`config.mk`:
```
export PLATFORM = sky130hd
export DESIGN_NAME = if_fetch_queue
export DESIGN_NICKNAME = d
export VERILOG_FILES = /design/src/rtl/if_fetch_queue_pkg.sv /design/src/rtl/if_fetch_queue_queue.sv /design/src/rtl/if_fetch_queue.sv
export SDC_FILE = /design/constraint.sdc
export NUM_CORES = 1
export LEC_CHECK = 0
export ABC_AREA = 1
export CORE_MARGIN = 3
export CORE_UTILIZATION = 55
export CTS_BUF_LIST = sky130_fd_sc_hd__clkbuf_2
export CTS_CLUSTER_SIZE = 20
export DETAILED_ROUTE_END_ITERATION = 10
export GPL_ROUTABILITY_DRIVEN = 0
export HOLD_SLACK_MARGIN = 0.02
export PLACE_DENSITY_LB_ADDON = 0.3
export SYNTH_ARGS = -nofsm -noshare
export SYNTH_HDL_FRONTEND = slang
export SYNTH_SLANG_ARGS = --single-unit
```
`constraint.sdc`:
```
create_clock -name clk -period 5.2 [get_ports clk]
set_clock_uncertainty 0.15 [all_clocks]
set_input_delay 0.52 -clock clk [delete_from_list [all_inputs] [get_ports clk]]
set_output_delay 0.52 -clock clk [all_outputs]
set_load 0.1 [all_outputs]
```
`src/rtl/if_fetch_queue_pkg.sv`:
```
// Shared types and constants for the instruction-fetch front end.
// Latency: n/a (declarations only).
// Backpressure: n/a.
//
// Contents: data widths, default reset PC, fetch FSM state encoding and
// the {pc, ins} entry type carried by the prefetch queue.
package if_fetch_queue_pkg;

    localparam int IF_INS_W = 32;
    localparam int IF_PC_W  = 32;

    localparam logic [IF_PC_W-1:0] IF_RESET_PC = 32'h0000_3000;

    typedef enum logic [1:0] {
        IF_S_BOOT        = 2'd0,
        IF_S_FETCH       = 2'd1,
        IF_S_WAIT_CREDIT = 2'd2
    } if_state_e;

    typedef struct packed {
        logic [IF_PC_W-1:0]  pc;
        logic [IF_INS_W-1:0] ins;
    } if_entry_t;

endpackage

```
`src/rtl/if_fetch_queue_queue.sv`:
```
// Synchronous FIFO of {pc, ins} entries with push/pop/clear and occupancy count.
// Latency: a pushed entry is visible at the head the cycle after the push.
// Backpressure: none internally; the caller keeps pushes within capacity, pops are ignored when empty.
//
// Ports:
//   clk, rst              clock, asynchronous active-low reset
//   push_i / push_dat_i   write one entry at the tail
//   pop_i                 retire the head entry
//   clear_i               drop all entries (wins over push and pop)
//   head_dat_o            entry at the head (stale when empty)
//   empty_o, count_o      occupancy status
module if_fetch_queue_queue
    import if_fetch_queue_pkg::*;
#(
    parameter int DEPTH = 4
) (
    input  logic                         clk,
    input  logic                         rst,
    input  logic                         push_i,
    input  if_entry_t                    push_dat_i,
    input  logic                         pop_i,
    input  logic                         clear_i,
    output if_entry_t                    head_dat_o,
    output logic                         empty_o,
    output logic [$clog2(DEPTH+1)-1:0]   count_o
);

    localparam int AW = $clog2(DEPTH);
    localparam int CW = $clog2(DEPTH+1);

    if_entry_t         mem_q [DEPTH];
    logic [AW-1:0]     wr_ptr_q;
    logic [AW-1:0]     rd_ptr_q;
    logic [CW-1:0]     count_q;
    logic              do_push;
    logic              do_pop;

    assign empty_o    = (count_q == '0);
    assign count_o    = count_q;
    assign head_dat_o = mem_q[rd_ptr_q];

    assign do_push = push_i && !clear_i;
    assign do_pop  = pop_i && !clear_i && !empty_o;

    // Storage needs no reset: nothing is read out until it has been written.
    always_ff @(posedge clk) begin
        if (do_push) begin
            mem_q[wr_ptr_q] <= push_dat_i;
        end
    end

    // Pointers wrap naturally because DEPTH is a power of two.
    always_ff @(posedge clk or negedge rst) begin
        if (!rst) begin
            wr_ptr_q <= '0;
            rd_ptr_q <= '0;
            count_q  <= '0;
        end else if (clear_i) begin
            wr_ptr_q <= '0;
            rd_ptr_q <= '0;
            count_q  <= '0;
        end else begin
            if (do_push) begin
                wr_ptr_q <= wr_ptr_q + AW'(1);
            end
            if (do_pop) begin
                rd_ptr_q <= rd_ptr_q + AW'(1);
            end
            count_q <= count_q + CW'(do_push) - CW'(do_pop);
        end
    end

endmodule

```
`src/rtl/if_fetch_queue.sv`:
```
// Instruction-fetch front end: owns fetch PC, issues word reads, buffers {pc, ins} for decode.
// Latency: request accepted in cycle t -> entry presented to decode in t+2 (empty queue).
// Backpressure: requests stop while queued + in-flight words would exceed DEPTH; decode stalls via id_ready.
//
// Ports:
//   clk, rst                      clock, asynchronous active-low reset
//   imem_req/addr/gnt/rdata       instruction memory port, 1-cycle read latency
//   id_valid/ready/pc/ins         decode handshake, head of the prefetch queue
//   redirect_valid/redirect_pc    flush queue and restart fetch at redirect_pc (word aligned)
//   perf_fetch_cnt/stall_cnt      only with IF_PERF_EN: pops to decode / stalled-valid cycles
// Optional feature macro: IF_PERF_EN.
module if_fetch_queue
    import if_fetch_queue_pkg::*;
#(
    parameter int                 DEPTH    = 4,
    parameter logic [IF_PC_W-1:0] RESET_PC = IF_RESET_PC
) (
    input  logic                clk,
    input  logic                rst,
    output logic                imem_req,
    output logic [IF_PC_W-1:0]  imem_addr,
    input  logic                imem_gnt,
    input  logic [IF_INS_W-1:0] imem_rdata,
    output logic                id_valid,
    input  logic                id_ready,
    output logic [IF_PC_W-1:0]  id_pc,
    output logic [IF_INS_W-1:0] id_ins,
`ifdef IF_PERF_EN
    output logic [31:0]         perf_fetch_cnt,
    output logic [31:0]         perf_stall_cnt,
`endif
    input  logic                redirect_valid,
    input  logic [IF_PC_W-1:0]  redirect_pc
);

    localparam int CW = $clog2(DEPTH+1);

    if_state_e           state_q;
    logic [IF_PC_W-1:0]  fetch_pc_q;
    logic [IF_PC_W-1:0]  fetch_pc_d;
    logic                inflight_q;
    logic [IF_PC_W-1:0]  inflight_pc_q;
    if_entry_t           hold_q;

    logic                accept;
    logic                push;
    logic                pop;
    logic                credit_ok;
    logic [CW:0]         occupancy;
    logic                q_empty;
    logic [CW-1:0]       q_count;
    if_entry_t           q_head;
    if_entry_t           push_dat;
    if_entry_t           head;
    logic                unused_redirect_lo;

    // Low address bits of a redirect are forced to zero.
    assign unused_redirect_lo = ^redirect_pc[1:0];

    // Every in-flight word already owns a queue slot, so a response never meets a full queue.
    assign occupancy = {1'b0, q_count} + {{CW{1'b0}}, inflight_q};
    assign credit_ok = occupancy < (CW+1)'(DEPTH);

    assign imem_req  = (state_q != IF_S_BOOT) && credit_ok && !redirect_valid;
    assign imem_addr = fetch_pc_q;
    assign accept    = imem_req && imem_gnt;

    // A redirect kills the response landing in the same cycle; later responses cannot
    // belong to the old stream because no request is accepted while redirecting.
    assign push         = inflight_q && !redirect_valid;
    assign push_dat.pc  = inflight_pc_q;
    assign push_dat.ins = imem_rdata;

    assign id_valid = !q_empty && !redirect_valid;
    assign pop      = id_valid && id_ready;

    // While empty the decode-facing fields keep showing the last head seen.
    assign head   = q_empty ? hold_q : q_head;
    assign id_pc  = head.pc;
    assign id_ins = head.ins;

    always_comb begin
        fetch_pc_d = fetch_pc_q;
        if (redirect_valid) begin
            fetch_pc_d = {redirect_pc[IF_PC_W-1:2], 2'b00};
        end else if (accept) begin
            fetch_pc_d = fetch_pc_q + IF_PC_W'(4);
        end
    end

    always_ff @(posedge clk or negedge rst) begin
        if (!rst) begin
            state_q       <= IF_S_BOOT;
            fetch_pc_q    <= RESET_PC;
            inflight_q    <= 1'b0;
            inflight_pc_q <= '0;
            hold_q        <= '0;
        end else begin
            fetch_pc_q <= fetch_pc_d;
            inflight_q <= accept;
            if (accept) begin
                inflight_pc_q <= fetch_pc_q;
            end
            if (!q_empty) begin
                hold_q <= q_head;
            end
            case (state_q)
                IF_S_BOOT: begin
                    state_q <= IF_S_FETCH;
                end
                IF_S_FETCH: begin
                    if (!redirect_valid && !credit_ok) begin
                        state_q <= IF_S_WAIT_CREDIT;
                    end
                end
                IF_S_WAIT_CREDIT: begin
                    if (redirect_valid || credit_ok) begin
                        state_q <= IF_S_FETCH;
                    end
                end
                default: begin
                    state_q <= IF_S_BOOT;
                end
            endcase
        end
    end

    if_fetch_queue_queue #(
        .DEPTH (DEPTH)
    ) u_queue (
        .clk        (clk),
        .rst        (rst),
        .push_i     (push),
        .push_dat_i (push_dat),
        .pop_i      (pop),
        .clear_i    (redirect_valid),
        .head_dat_o (q_head),
        .empty_o    (q_empty),
        .count_o    (q_count)
    );

`ifdef IF_PERF_EN
    logic [31:0] perf_fetch_q;
    logic [31:0] perf_stall_q;

    // Both counters stick at all-ones instead of wrapping.
    always_ff @(posedge clk or negedge rst) begin
        if (!rst) begin
            perf_fetch_q <= '0;
            perf_stall_q <= '0;
        end else begin
            if (pop && (perf_fetch_q != '1)) begin
                perf_fetch_q <= perf_fetch_q + 32'd1;
            end
            if (id_valid && !id_ready && (perf_stall_q != '1)) begin
                perf_stall_q <= perf_stall_q + 32'd1;
            end
        end
    end

    assign perf_fetch_cnt = perf_fetch_q;
    assign perf_stall_cnt = perf_stall_q;
`endif

endmodule
```
Word-level counts from Yosys, hierarchy flattened
Memories as Yosys holds them, arrays and structs flattened.
Index checks and enable logic that the tools add are counted.
Widths: inputs -> output; s select.
{ "totals": {"regBits": 138, "ram_bits": 256, "inputBits": 69, "output_inout_bits": 98, "wordCells": 55, "memories": 1} }
{ "op_classes": {"add_sub_neg": 6, "order_cmp": 1, "eq_ne": 4, "mux": 13, "n_reduce_logical": 21} }
{ "memory_table": {"columns": ["memory", "words", "word_bits", "rd", "rd_ports_with_merged_regs", "wr", "line_no", "rtl"], "rows": [
  ["u_queue.mem_q", 4, 64, 1, 0, 1, "if_fetch_queue_queue.sv:31", "if_entry_t mem_q [DEPTH];"]
]} }
{ "ops": {"columns": ["cell", "count"], "rows": [
  ["$mux 32", 2],
  ["$mux 64", 1],
  ["$add 32x3->32 const B", 1],
  ["$mux 2", 6],
  ["$logic_and 1x1->1", 10],
  ["$reduce_bool 2->1", 4],
  ["$pmux 2 s3", 1],
  ["$add 2x1->2 const B", 2],
  ["$add 3x1->4", 1],
  ["$lt 4x3->1 const B", 1],
  ["$ne 2x2->1 const B", 2],
  ["$add 3x1->3", 1],
  ["$logic_not 1->1", 3],
  ["$logic_not 3->1", 1],
  ["$mux 3", 1],
  ["$sub 3x1->3", 1],
  ["$eq 2x1->1 const B", 1],
  ["$eq 2x2->1 const B", 1],
  ["$logic_not 2->1", 1],
  ["$mux 1", 2],
  ["$reduce_and 2->1", 1],
  ["$logic_or 1x1->1", 1]
]} }

Logic depth before layout (Yosys ltp)
Gate-level depths: netlist (run 1).
{ "depth": {"depth_word": 8, "mapped_depth": 13, "ltp_nobuf": 13} }

Cells and area by module
Synthesis (run 1) repeated with hierarchy kept, for this count alone.
{ "unflattened": {"hier_cells": 1375, "hier_area_um2": 16096.7} }
{ "modules_own_cells": {"columns": ["module", "n_inst", "cells_each", "area_each_um2", "seq_area_each_um2"], "rows": [
  ["if_fetch_queue_queue", 1, 743, 10156.0, 7862.5],
  ["if_fetch_queue", 1, 632, 5940.7, 3180.6]
]} }

Least setup slack after synthesis (run 1)
OpenSTA, ideal clock, no wires.
{ "synth_path": {"kind": "in2reg", "start": "in redirect_valid", "end": "mem u_queue.mem_q[0][0] in the netlist's numbering (enable)", "setup_time_ps": 482, "t_arrival_ps": 3571, "required_time_ps": 4568, "path_slack_ps": 997, "cell_stages": 4, "n_path_buf": 1, "path_cell_list": "buf_2 > nor2_1 > inv_1 > nor2_1"} }
{ "synth_via": {"elab_chain_len": 5} }
{ "synth_rtl": {"columns": ["element", "line_no", "rtl"], "rows": [
  ["start: declaration", "if_fetch_queue.sv:32", "input logic redirect_valid,"],
  ["$logic_not 1->1 *", "if_fetch_queue_queue.sv:42, if_fetch_queue.sv:70", null],
  ["$logic_and 1x1->1", "if_fetch_queue.sv:70", "assign push = inflight_q && !redirect_valid;"],
  ["$logic_and 1x1->1 *", "if_fetch_queue_queue.sv:42", "assign do_push = push_i && !clear_i;"],
  ["$mux 1 *", "if_fetch_queue_queue.sv:47", "if (do_push) begin"],
  ["$mux 1 (not written as such) *", "if_fetch_queue_queue.sv:48", "mem_q[wr_ptr_q] <= push_dat_i;"],
  ["end: declaration", "if_fetch_queue_queue.sv:31", null]
]} }
Mark *: on every way between the ends. The rest lies on a longest branch, timed or not.

Final worst setup path (run 1)
{ "layout_path": {"start": "reg u_queue.rd_ptr_q[0]", "end": "out id_pc[18]"} }
{ "layout_via": {"elab_chain_len": 2} }
{ "layout_rtl": {"columns": ["element", "line_no", "rtl"], "rows": [
  ["start: declaration", "if_fetch_queue_queue.sv:33", "logic [AW-1:0] rd_ptr_q;"],
  ["start signal: assignment", "if_fetch_queue_queue.sv:67", "rd_ptr_q <= rd_ptr_q + AW'(1);"],
  ["$mem_v2 4x64", null, null],
  ["$mux 64", null, null],
  ["end: declaration", "if_fetch_queue.sv:26", "output logic [IF_PC_W-1:0] id_pc,"]
]} }
Every way passes these cells.

==> results.yml, run 1 <==
run_status:
  status: "finished clean"
cells_and_area:
  fillers: 2089
  multiInputGateArea_sq_mm: 0.00409
  layout-drive-gt1-share: 0.152
  areaGrowthSynthToFinish_pct: 17.6
  final_layout_net_count: 1684
  sequential_cell_area_sq_mm: 0.0108
drt:
  detail-route-antenna-nets: 0
  route.detailed.drc: 0
  route.vias.total: 10892
  route.detailed.wl_per_inst_um: 16.7
  viasPerCell: 5.29
  dr.first_iter.drc_count: 688
  first_pass_drt_iterations: 7
  wirelength_routed_mm: 34.4
synthesis:
  synth.most_common_cell: "nor2_1"
  synthXorXnorAreaFrac: 0.00511
  synthTopCellsByArea: "edfxtp_1 (48%), dfrtp_1 (21%), nor2_1 (8.5%), o21ai_0 (4.7%), nand2_1 (4.4%)"
  ys_async_sr_fraction: 0.351
  synthMuxAreaShare: 0
  ys_dominant_reg_cell: "edfxtp_1"
  synth_simple_gate_area_frac: 0.164
  synth_top_area_cell: "edfxtp_1"
  yosys-top-cells-count: "nor2_1 (349), edfxtp_1 (248), nand2_1 (181)"
  synth-compound-area-share: 0.0846
  synthDistinctLibCells: 33
  mappedNetlistArea_sq_mm: 0.0154
  synth_cells: 1396
  synth.yosys.seq_area_share: 0.700
  synth_edf_count: 248
  synth-seq-cells: 382
  synth-adder-area-share: 0.00778
  netlist.area_leader.share: 0.482
  yosys_warnings: 0
  synth.avg_cell_area_sq_um: 11.1
  main_combinational_cell_family_by_area_after_synthesis: "simple AND/OR/NAND/NOR gates"
floorplanning:
  initial_core_util: 0.567
  io_pins: 167
  fp-row-count: 60
  fp.dieW_um: 174
  core_area_sq_mm: 0.0273
  design.die.area_sq_mm: 0.0301
  die_h_um: 174
timing:
  slew_violations: 0
  timing.final.crit_period_ns: 4.27
  setup_violations: 0
  max_slew_margin: 0.158
  finalSetupTns_ns: 0
  tightest_slew_ns: 1.26
  grt_setup_unrepaired: "no"
  fmax_mhz: 234
  post-route-worst-setup-slack_ns: 0.930
  final_number_of_hold_violating_endpoints: 0
  period_share: 0.821
cts:
  clock_tree.htree_level_count: 3
  clock_tree_from_tritoncts: "done"
  post_cts_setup_buffers: 0
  cts_inserted_buffers: 93
  clock_edge_transition_at_the_registers_on_the_reported_setup_and_hold_paths_ns: 0.10
  clock_sinks: 382
  clockBufferDepth: 3
  cts-root-buf: "clkbuf_2"
  clock_insertion_delay_worst_skew_ns: 0.87
min_path:
  whs_path_depth: 3
  worst_hold_startpoint: "redirect_pc[17]"
  hold-path-endpoint: "imem_addr[17]$_DFFE_PN0P_"
  worst_hold_path_type: "primary input to flip-flop"
critical_path:
  cp-end-kind: "output port"
  critPathKind: "flip-flop to output port"
  data_required_time_at_the_worst_endpoint_ns: 4.53
  critPathMaxFanout: 80
  crit_path_start_kind: "flip-flop"
  rr_endpoint: "u_queue.count_o[2]$_DFF_PN0_"
  timing.reg2reg.setup_slack_ns: 2.48
  cp.arrival_ns: 3.60
  rr_startpoint: "u_queue.count_o[1]$_DFF_PN0_"
  reg2reg_depth: 13
global_route:
  gr-total-overflow: 0
  pin_count_of_the_biggest_net_entering_global_routing: 106
  gr-usage-all-layers: 0.229
  grt_first_pass_wirelength_mm: 55.2
  grt.met1_usage: 0.297
  grt_util_met3: 0.0558
  global_route.peak_usage_layer: "met2"
  vias_in_the_first_global_route: 10969
  grt.met2_usage: 0.378
  number_of_antenna_violations_at_the_first_check_in_global_routing: 2
place:
  port-buffer-count: 162
  hpwlAfterDp_mm: 20.2
  placement.setup.worst_slack_ns: 1.51
run:
  max_cap_check_violation_count: 0
## cells by family (layout without fill, tap and decap cells)
group | count (synthesis) | count (layout)
buffers and inverters | 131 | 420
AOI/OAI and AO/OA | 238 | 238
and+or+nand+nor | 626 | 626
adders and majority gates | 9 | 9
DFF | 382 | 382
other | 1 | 4
xor gates and xnor gates | 9 | 9
## worst max path at each step
| stage | start | endpoint | slack, ns | cells after the start |
|---|---|---|---|---|
| final | u_queue.rd_ptr_q[0]$_DFFE_PN0P_ | id_pc[18] | 0.93 | 6 |
| after global routing | u_queue.rd_ptr_q[0]$_DFFE_PN0P_ | id_ins[20] | 0.61 | 6 |
| after CTS | u_queue.rd_ptr_q[0]$_DFFE_PN0P_ | id_pc[15] | 0.93 | 6 |
| after detailed placement | redirect_valid | imem_req | 1.51 | 5 |
| after global placement | redirect_valid | imem_req | 1.55 | 5 |
| after floorplan | redirect_valid | u_queue.mem_q[0][0]$_DFFE_PP_ | 1.0 | 4 |
## routing by layer
layer | up-vias | routed length, um
met5 | - | 0
met2 | 395 | 16800
met1 | 5181 | 14500
met4 | 0 | 578
met3 | 45 | 2550
li1 | 5271 | -
## cell usage in the layout (no fill, tap or decap), types with 2 or more instances in the layout
cell / n
and2_1: 3
buf_4: 71
a21oi_1: 4
xor2_1: 8
clkinv_1: 29
nand2_2: 2
conb_1: 2
dlygate4sd3_1: 10
dfstp_2: 2
a31oi_1: 61
a21boi_0: 5
clkinv_2: 2
buf_12: 5
dfrtp_1: 130
inv_1: 56
nand3_1: 75
clkdlybuf4s50_1: 99
nor2_1: 345
inv_2: 6
diode_2: 2
o21ai_2: 6
o21ai_1: 14
nand2_1: 181
nor2_4: 9
o21ai_0: 146
edfxtp_1: 248
clkbuf_2: 140
ha_1: 8
nor2_2: 7
## layout make-up
cell class	instances	share of cell area
sequential	382	0.595
timing repair buffer	186	0.0956
multi-input combinational	884	0.225
tap	372	0.0256
clock inverter	35	0.00758
clock buffer	140	0.0386
antenna	2	0.000276
inverter	59	0.0122
## sequential cells by signal (all words and copies together), names as in the netlist
name / cells
inflight_q: 1
u_queue.rd_ptr_q: 2
u_queue.wr_ptr_q: 2
u_queue.count_o: 3
hold_q: 64
imem_addr: 30
state_q: 2
u_queue.mem_q: 248
inflight_pc_q: 30
## critical path, cell delays in order (launching register included)
cell and delay, ns:
dfrtp_4 0.80, buf_4 0.76, nor2_1 0.12, nor2_1 0.11, o21ai_0 0.13, a31oi_1 0.41
buf_4 0.37
## stage by stage
step	cells	hold WS (ns)	cell area [sq um]	utilization
after global placement	1873	0.325	17200	0.632
after floorplan	1397	0.0744	15400	-
final	2060	0.0749	18200	0.666
after CTS	2051	0.0203	18100	0.664
after detailed placement	1873	0.338	17200	0.632
after global routing	2060	0.0212	18200	0.666
## what timing repair did
item | CTS | global route
resized for setup | 0 | 0
hold endpoints to repair | 104 | 7
hold buffers | 3 | 7
Power of run 1 is not shown: default switching activity piles up to over one toggle a cycle in this logic, so the estimate is an artifact.
==> inputs of run 2 (changes only) <==
Settings changed: CORE_UTILIZATION 55 to 53.
Clock period 5.2 ns to 3.9 ns, I/O delays scaled along.
==> run 2 against run 1 <==
Design area is 8.3% higher. Wire length is 2.8% higher. Count of clock-buffer cells in the layout down 3. Largest cell class unchanged. Via count up 3.1%. Die area grew 3.6%. Final cell count increased by 2.8%. Utilization up 3.0 points. Critical endpoint is now id_ins[24]. Register-to-register slack got worse by 1.4 ns. Sequential share of layout area decreased by 4.6 points. Critical path depth fell by 1. Setup slack got worse by 0.63 ns.
==> results.yml, run 2 (synthesized netlist as in run 1, its figures left out) <==
floorplanning:
  io_pins: 167
  die_h_um: 177
  fp.dieW_um: 177
  fp-row-count: 61
  design.die.area_sq_mm: 0.0312
  core_area_sq_mm: 0.0282
  initial_core_util: 0.547
min_path:
  worst_hold_startpoint: "id_ready"
  whs_path_depth: 3
  worst_hold_path_type: "primary input to flip-flop"
  hold-path-endpoint: "u_queue.rd_ptr_q[0]$_DFFE_PN0P_"
critical_path:
  critPathKind: "flip-flop to output port"
  data_required_time_at_the_worst_endpoint_ns: 3.36
  critPathMaxFanout: 66
  timing.reg2reg.setup_slack_ns: 1.06
  reg2reg_depth: 13
  rr_startpoint: "u_queue.count_o[1]$_DFF_PN0_"
  timing.critical_path.from: "u_queue.rd_ptr_q[0]$_DFFE_PN0P_"
  rr_endpoint: "u_queue.count_o[2]$_DFF_PN0_"
  crit_path_start_kind: "flip-flop"
  cp.arrival_ns: 3.06
  cp-end-kind: "output port"
run_status:
  status: "finished clean"
cts:
  clock_edge_transition_at_the_registers_on_the_reported_setup_and_hold_paths_ns: 0.08
  clock_insertion_delay_worst_skew_ns: 0.89
  clockBufferDepth: 3
  cts-root-buf: "clkbuf_2"
  clock_tree.htree_level_count: 3
  clock_tree_from_tritoncts: "done"
  cts-resized-gates: 0
  clock_sinks: 382
  cts_inserted_buffers: 92
cells_and_area:
  largest_reg_flops: 248
  areaGrowthSynthToFinish_pct: 27.4
  biggest_regs: "u_queue.mem_q x248, hold_q x64"
  final_layout_net_count: 1740
  registers.top_by_ff_count: "u_queue.mem_q"
  most_used_cells_in_the_layout_excluding_fill_and_tap_cells: "nor2_1 (345), edfxtp_1 (248), nand2_1 (181)"
  final_common_cell: "nor2_1"
  layout-drive-gt1-share: 0.154
timing:
  final_number_of_hold_violating_endpoints: 0
  max_slew_margin: 0.338
  tightest_slew_ns: 0.989
  timing.final.crit_period_ns: 3.60
  grt_setup_unrepaired: "no"
  setup_violations: 0
  finalSetupTns_ns: 0
  fmax_mhz: 278
  slew_violations: 0
  period_share: 0.922
place:
  hpwlAfterDp_mm: 19.9
  port-buffer-count: 162
run:
  max_cap_check_violation_count: 0
global_route:
  gr-total-overflow: 0
  gr-usage-all-layers: 0.229
  grt_first_pass_wirelength_mm: 56.0
  pin_count_of_the_biggest_net_entering_global_routing: 128
  vias_in_the_first_global_route: 11162
  number_of_antenna_violations_at_the_first_check_in_global_routing: 1
drt:
  viasPerCell: 5.30
  wirelength_routed_mm: 35.3
  route.detailed.drc: 0
  route.vias.total: 11231
  dr.first_iter.drc_count: 910
  first_pass_drt_iterations: 5
  detail-route-antenna-nets: 0
  route.detailed.wl_per_inst_um: 16.7
-- run 2: worst max path at each step --
stage                                                to  slack [ns]
after floorplan           u_queue.mem_q[0][0]$_DFFE_PP_       -0.17
after global placement        imem_addr[23]$_DFFE_PN0P_         1.0
after detailed placement      imem_addr[16]$_DFFE_PN0P_        0.92
after CTS                                     id_pc[15]        0.15
after global routing                          id_pc[15]        0.06
final                                        id_ins[24]        0.30
-- run 2: cell type report --
cell class	count	area, sq um
sequential	382	10800
fill	2018	8570
multi-input combinational	884	4090
timing repair buffer	243	3090
clock buffer	137	686
tap	378	473
clock inverter	34	295
inverter	59	221
antenna	1	2.50
-- run 2: layer usage --
layer  up-vias  GRT usage  routed length [um]
li1       5364          -                   -
met1      5317      0.306               14800
met2       473      0.368               16800
met3        77     0.0511                2780
met4         0     0.0920                 965
met5         -          0                   0
-- run 2: critical path, stage by stage (launching register included) --
cell and delay [ns]:
dfrtp_4 0.50, inv_2 0.48, buf_12 0.31, o21ai_0 0.15, a31oi_1 0.44, buf_12 0.24
-- run 2: repair_timing --
| item | CTS | global route |
|---|---|---|
| hold endpoints to repair | 287 | 0 |
| buffers inserted | 0 | 0 |
| hold buffers | 64 | 0 |
-- run 2: per-stage QoR --
stage | cell area (sq um) | hold slack [ns] | utilization | setup slack (ns) | instances
2_1_floorplan | 15400 | -0.0556 | - | -0.173 | 1397
3_3_place_gp | 18000 | 0.326 | 0.638 | 0.996 | 1882
3_5_place_dp | 18000 | 0.330 | 0.638 | 0.916 | 1882
4_1_cts | 19700 | 0.0285 | 0.696 | 0.145 | 2117
5_1_grt | 19700 | 0.0374 | 0.696 | 0.0608 | 2118
6_report | 19700 | 0.0834 | 0.696 | 0.303 | 2118
Power of run 2 is left out for the same reason.
==> inputs of run 3 (changes only) <==
Settings changed: REMOVE_ABC_BUFFERS from default to 1.
Clock period 3.9 ns to 3 ns, I/O delays scaled along.
==> run 3 against run 2 <==
Critical path depth increased by 2. Sequential cell count did not move. Setup slack worse by 0.30 ns. Sequential share of layout area down 3.8 points. First-iteration DRC count is 18% higher. Register-to-register slack worse by 0.73 ns. Count of clock-buffer cells in the layout down 8. Critical endpoint is now id_ins[5]. Highest routed layer unchanged.
==> results.yml, run 3 (synthesized netlist as in run 1, its figures left out) <==
drt:
  route.detailed.wl_per_inst_um: 19.5
  route.vias.total: 11993
  wirelength_routed_mm: 42.6
  viasPerCell: 5.49
  first_pass_drt_iterations: 5
  route.detailed.drc: 0
  dr.first_iter.drc_count: 1073
  detail-route-antenna-nets: 0
  maxUsedRoutingLayer: "met4"
  wl_met2_mm: 20.7
  met1Wirelength_mm: 17.0
  detailroute.wirelength.met3_mm: 3.75
cells_and_area:
  final_common_cell: "nor2_1"
  largest_reg_flops: 248
  layout-drive-gt1-share: 0.243
  final_layout_net_count: 1809
  most_used_cells_in_the_layout_excluding_fill_and_tap_cells: "nor2_1 (341), edfxtp_1 (248), nand2_1 (180)"
  areaGrowthSynthToFinish_pct: 36.9
  registers.top_by_ff_count: "u_queue.mem_q"
  biggest_regs: "u_queue.mem_q x248, hold_q x64"
critical_path:
  rr_endpoint: "u_queue.count_o[2]$_DFF_PN0_"
  endpoint: "id_ins[5]"
  cp_num_buf_inv: 3
  timing.critical_path.from: "u_queue.rd_ptr_q[0]$_DFFE_PN0P_"
  crit_path_start_kind: "flip-flop"
  cpPeakStageDelay_ns: 0.51
  crit_path_cell_trace: "buf_6 > clkbuf_16 > nor2_1 > nor2_1 > o21ai_0 > a31oi_2 > buf_12"
  data_required_time_at_the_worst_endpoint_ns: 2.55
  cp-end-kind: "output port"
  critical-path-slowest-cell: "dfrtp_4"
  rr_startpoint: "u_queue.count_o[2]$_DFF_PN0_"
  cp.arrival_ns: 2.54
  worst-path-stages: 7
  critical_path.most_common_cell: "nor2_1"
  critPathKind: "flip-flop to output port"
  reg2reg_depth: 14
  critPathMaxFanout: 11
  critPathTopFamily: "buffers and inverters"
  timing.reg2reg.setup_slack_ns: 0.33
run_status:
  status: "finished clean"
timing:
  timing.final.crit_period_ns: 2.99
  setup_violations: 0
  fmax_mhz: 334
  slew_violations: 0
  grt_setup_unrepaired: "yes"
  finalSetupTns_ns: 0
  final_number_of_hold_violating_endpoints: 0
  period_share: 0.997
cts:
  clock_insertion_delay_worst_skew_ns: 0.90
  clock_edge_transition_at_the_registers_on_the_reported_setup_and_hold_paths_ns: 0.14
  clock_tree.htree_level_count: 3
  cts_inserted_buffers: 92
  cts-root-buf: "clkbuf_2"
  clock_sinks: 382
  clock_tree_from_tritoncts: "done"
  clockBufferDepth: 3
floorplanning:
  die_h_um: 177
  design.die.area_sq_mm: 0.0312
  fp-row-count: 61
  fp.dieW_um: 177
  io_pins: 167
  initial_core_util: 0.547
  core_area_sq_mm: 0.0282
run:
  max_cap_check_violation_count: 0
place:
  port-buffer-count: 162
  hpwlAfterDp_mm: 20.6
global_route:
  gr-usage-all-layers: 0.255
  pin_count_of_the_biggest_net_entering_global_routing: 63
  vias_in_the_first_global_route: 11558
  number_of_antenna_violations_at_the_first_check_in_global_routing: 1
  gr-total-overflow: 0
  grt_first_pass_wirelength_mm: 61.7
min_path:
  worst_hold_path_type: "flip-flop to flip-flop"
[run 3: cell count changes in the layout (fill, tap and decap cells not counted), moves of 30 or more]
cell | before | now
buf_4 | 15 | 70
clkdlybuf4s50_1 | 95 | 65
a31oi_1 | 61 | 1
o21ai_0 | 146 | 63
a31oi_2 | 0 | 41
o21ai_1 | 14 | 81
[run 3: routing by layer]
metal,track usage,vias up
met5,0,-
met4,0.0972,0
met3,0.0459,105
met2,0.422,595
met1,0.341,5774
li1,-,5519
[run 3: metrics by stage]
stage / util / cells / setup WS (ns) / area (sq um) / hold slack, ns
floorplan: - / 1325 / -2.14 / 15100 / -0.146
global placement: 0.642 / 1891 / 0.444 / 18100 / 0.110
detailed placement: 0.642 / 1891 / 0.454 / 18100 / 0.111
CTS: 0.727 / 2150 / -0.0387 / 20500 / 0.239
global route: 0.748 / 2185 / -0.120 / 21100 / 0.285
finish: 0.748 / 2185 / 0.00772 / 21100 / 0.314
[run 3: layout make-up]
cell class	instances	area [sq um]
multi-input combinational	884	4700
antenna	1	2.50
sequential	382	10800
timing repair buffer	311	4080
clock inverter	40	170
inverter	59	250
fill	1760	7100
timing repair inverter	1	8.76
clock buffer	129	646
tap	378	473
[run 3: worst min path at each step]
stage                                             start                             end  slack [ns]  cells past startpoint
final                     inflight_pc_q[13]$_DFFE_PN0P_  u_queue.mem_q[3][45]$_DFFE_PP_        0.31                      0
after global routing                    redirect_pc[12]       imem_addr[12]$_DFFE_PN1P_        0.28                      4
after CTS                               redirect_pc[13]       imem_addr[13]$_DFFE_PN1P_        0.24                      4
after detailed placement                            rst            hold_q[30]$_DFF_PN0_        0.11                      1
after global placement                              rst            hold_q[30]$_DFF_PN0_        0.11                      1
after floorplan                                     rst             hold_q[0]$_DFF_PN0_       -0.15                      0
[run 3: worst register-to-register path: stages, from the launching register on]
cell,delay [ns]
dfrtp_1,0.41
inv_2,0.08
nand3_4,0.11
buf_4,0.19
inv_1,0.07
nor2_1,0.22
nand2_1,0.13
inv_1,0.09
ha_1,0.24
inv_1,0.07
ha_1,0.15
inv_1,0.05
fa_1,0.37
o21ai_0,0.16
a21oi_1,0.07
[run 3: what timing repair did]
| action | in CTS | in global routing |
|---|---|---|
| hold buffers | 69 | 0 |
| resized for setup | 117 | 101 |
| endpoints found under the hold margin | 295 | 0 |
| buffers inserted | 14 | 22 |
| gates cloned | 7 | 13 |
| pin swaps | 23 | 34 |
| setup endpoints to repair | 62 | 64 |
Power of run 3 is left out for the same reason.
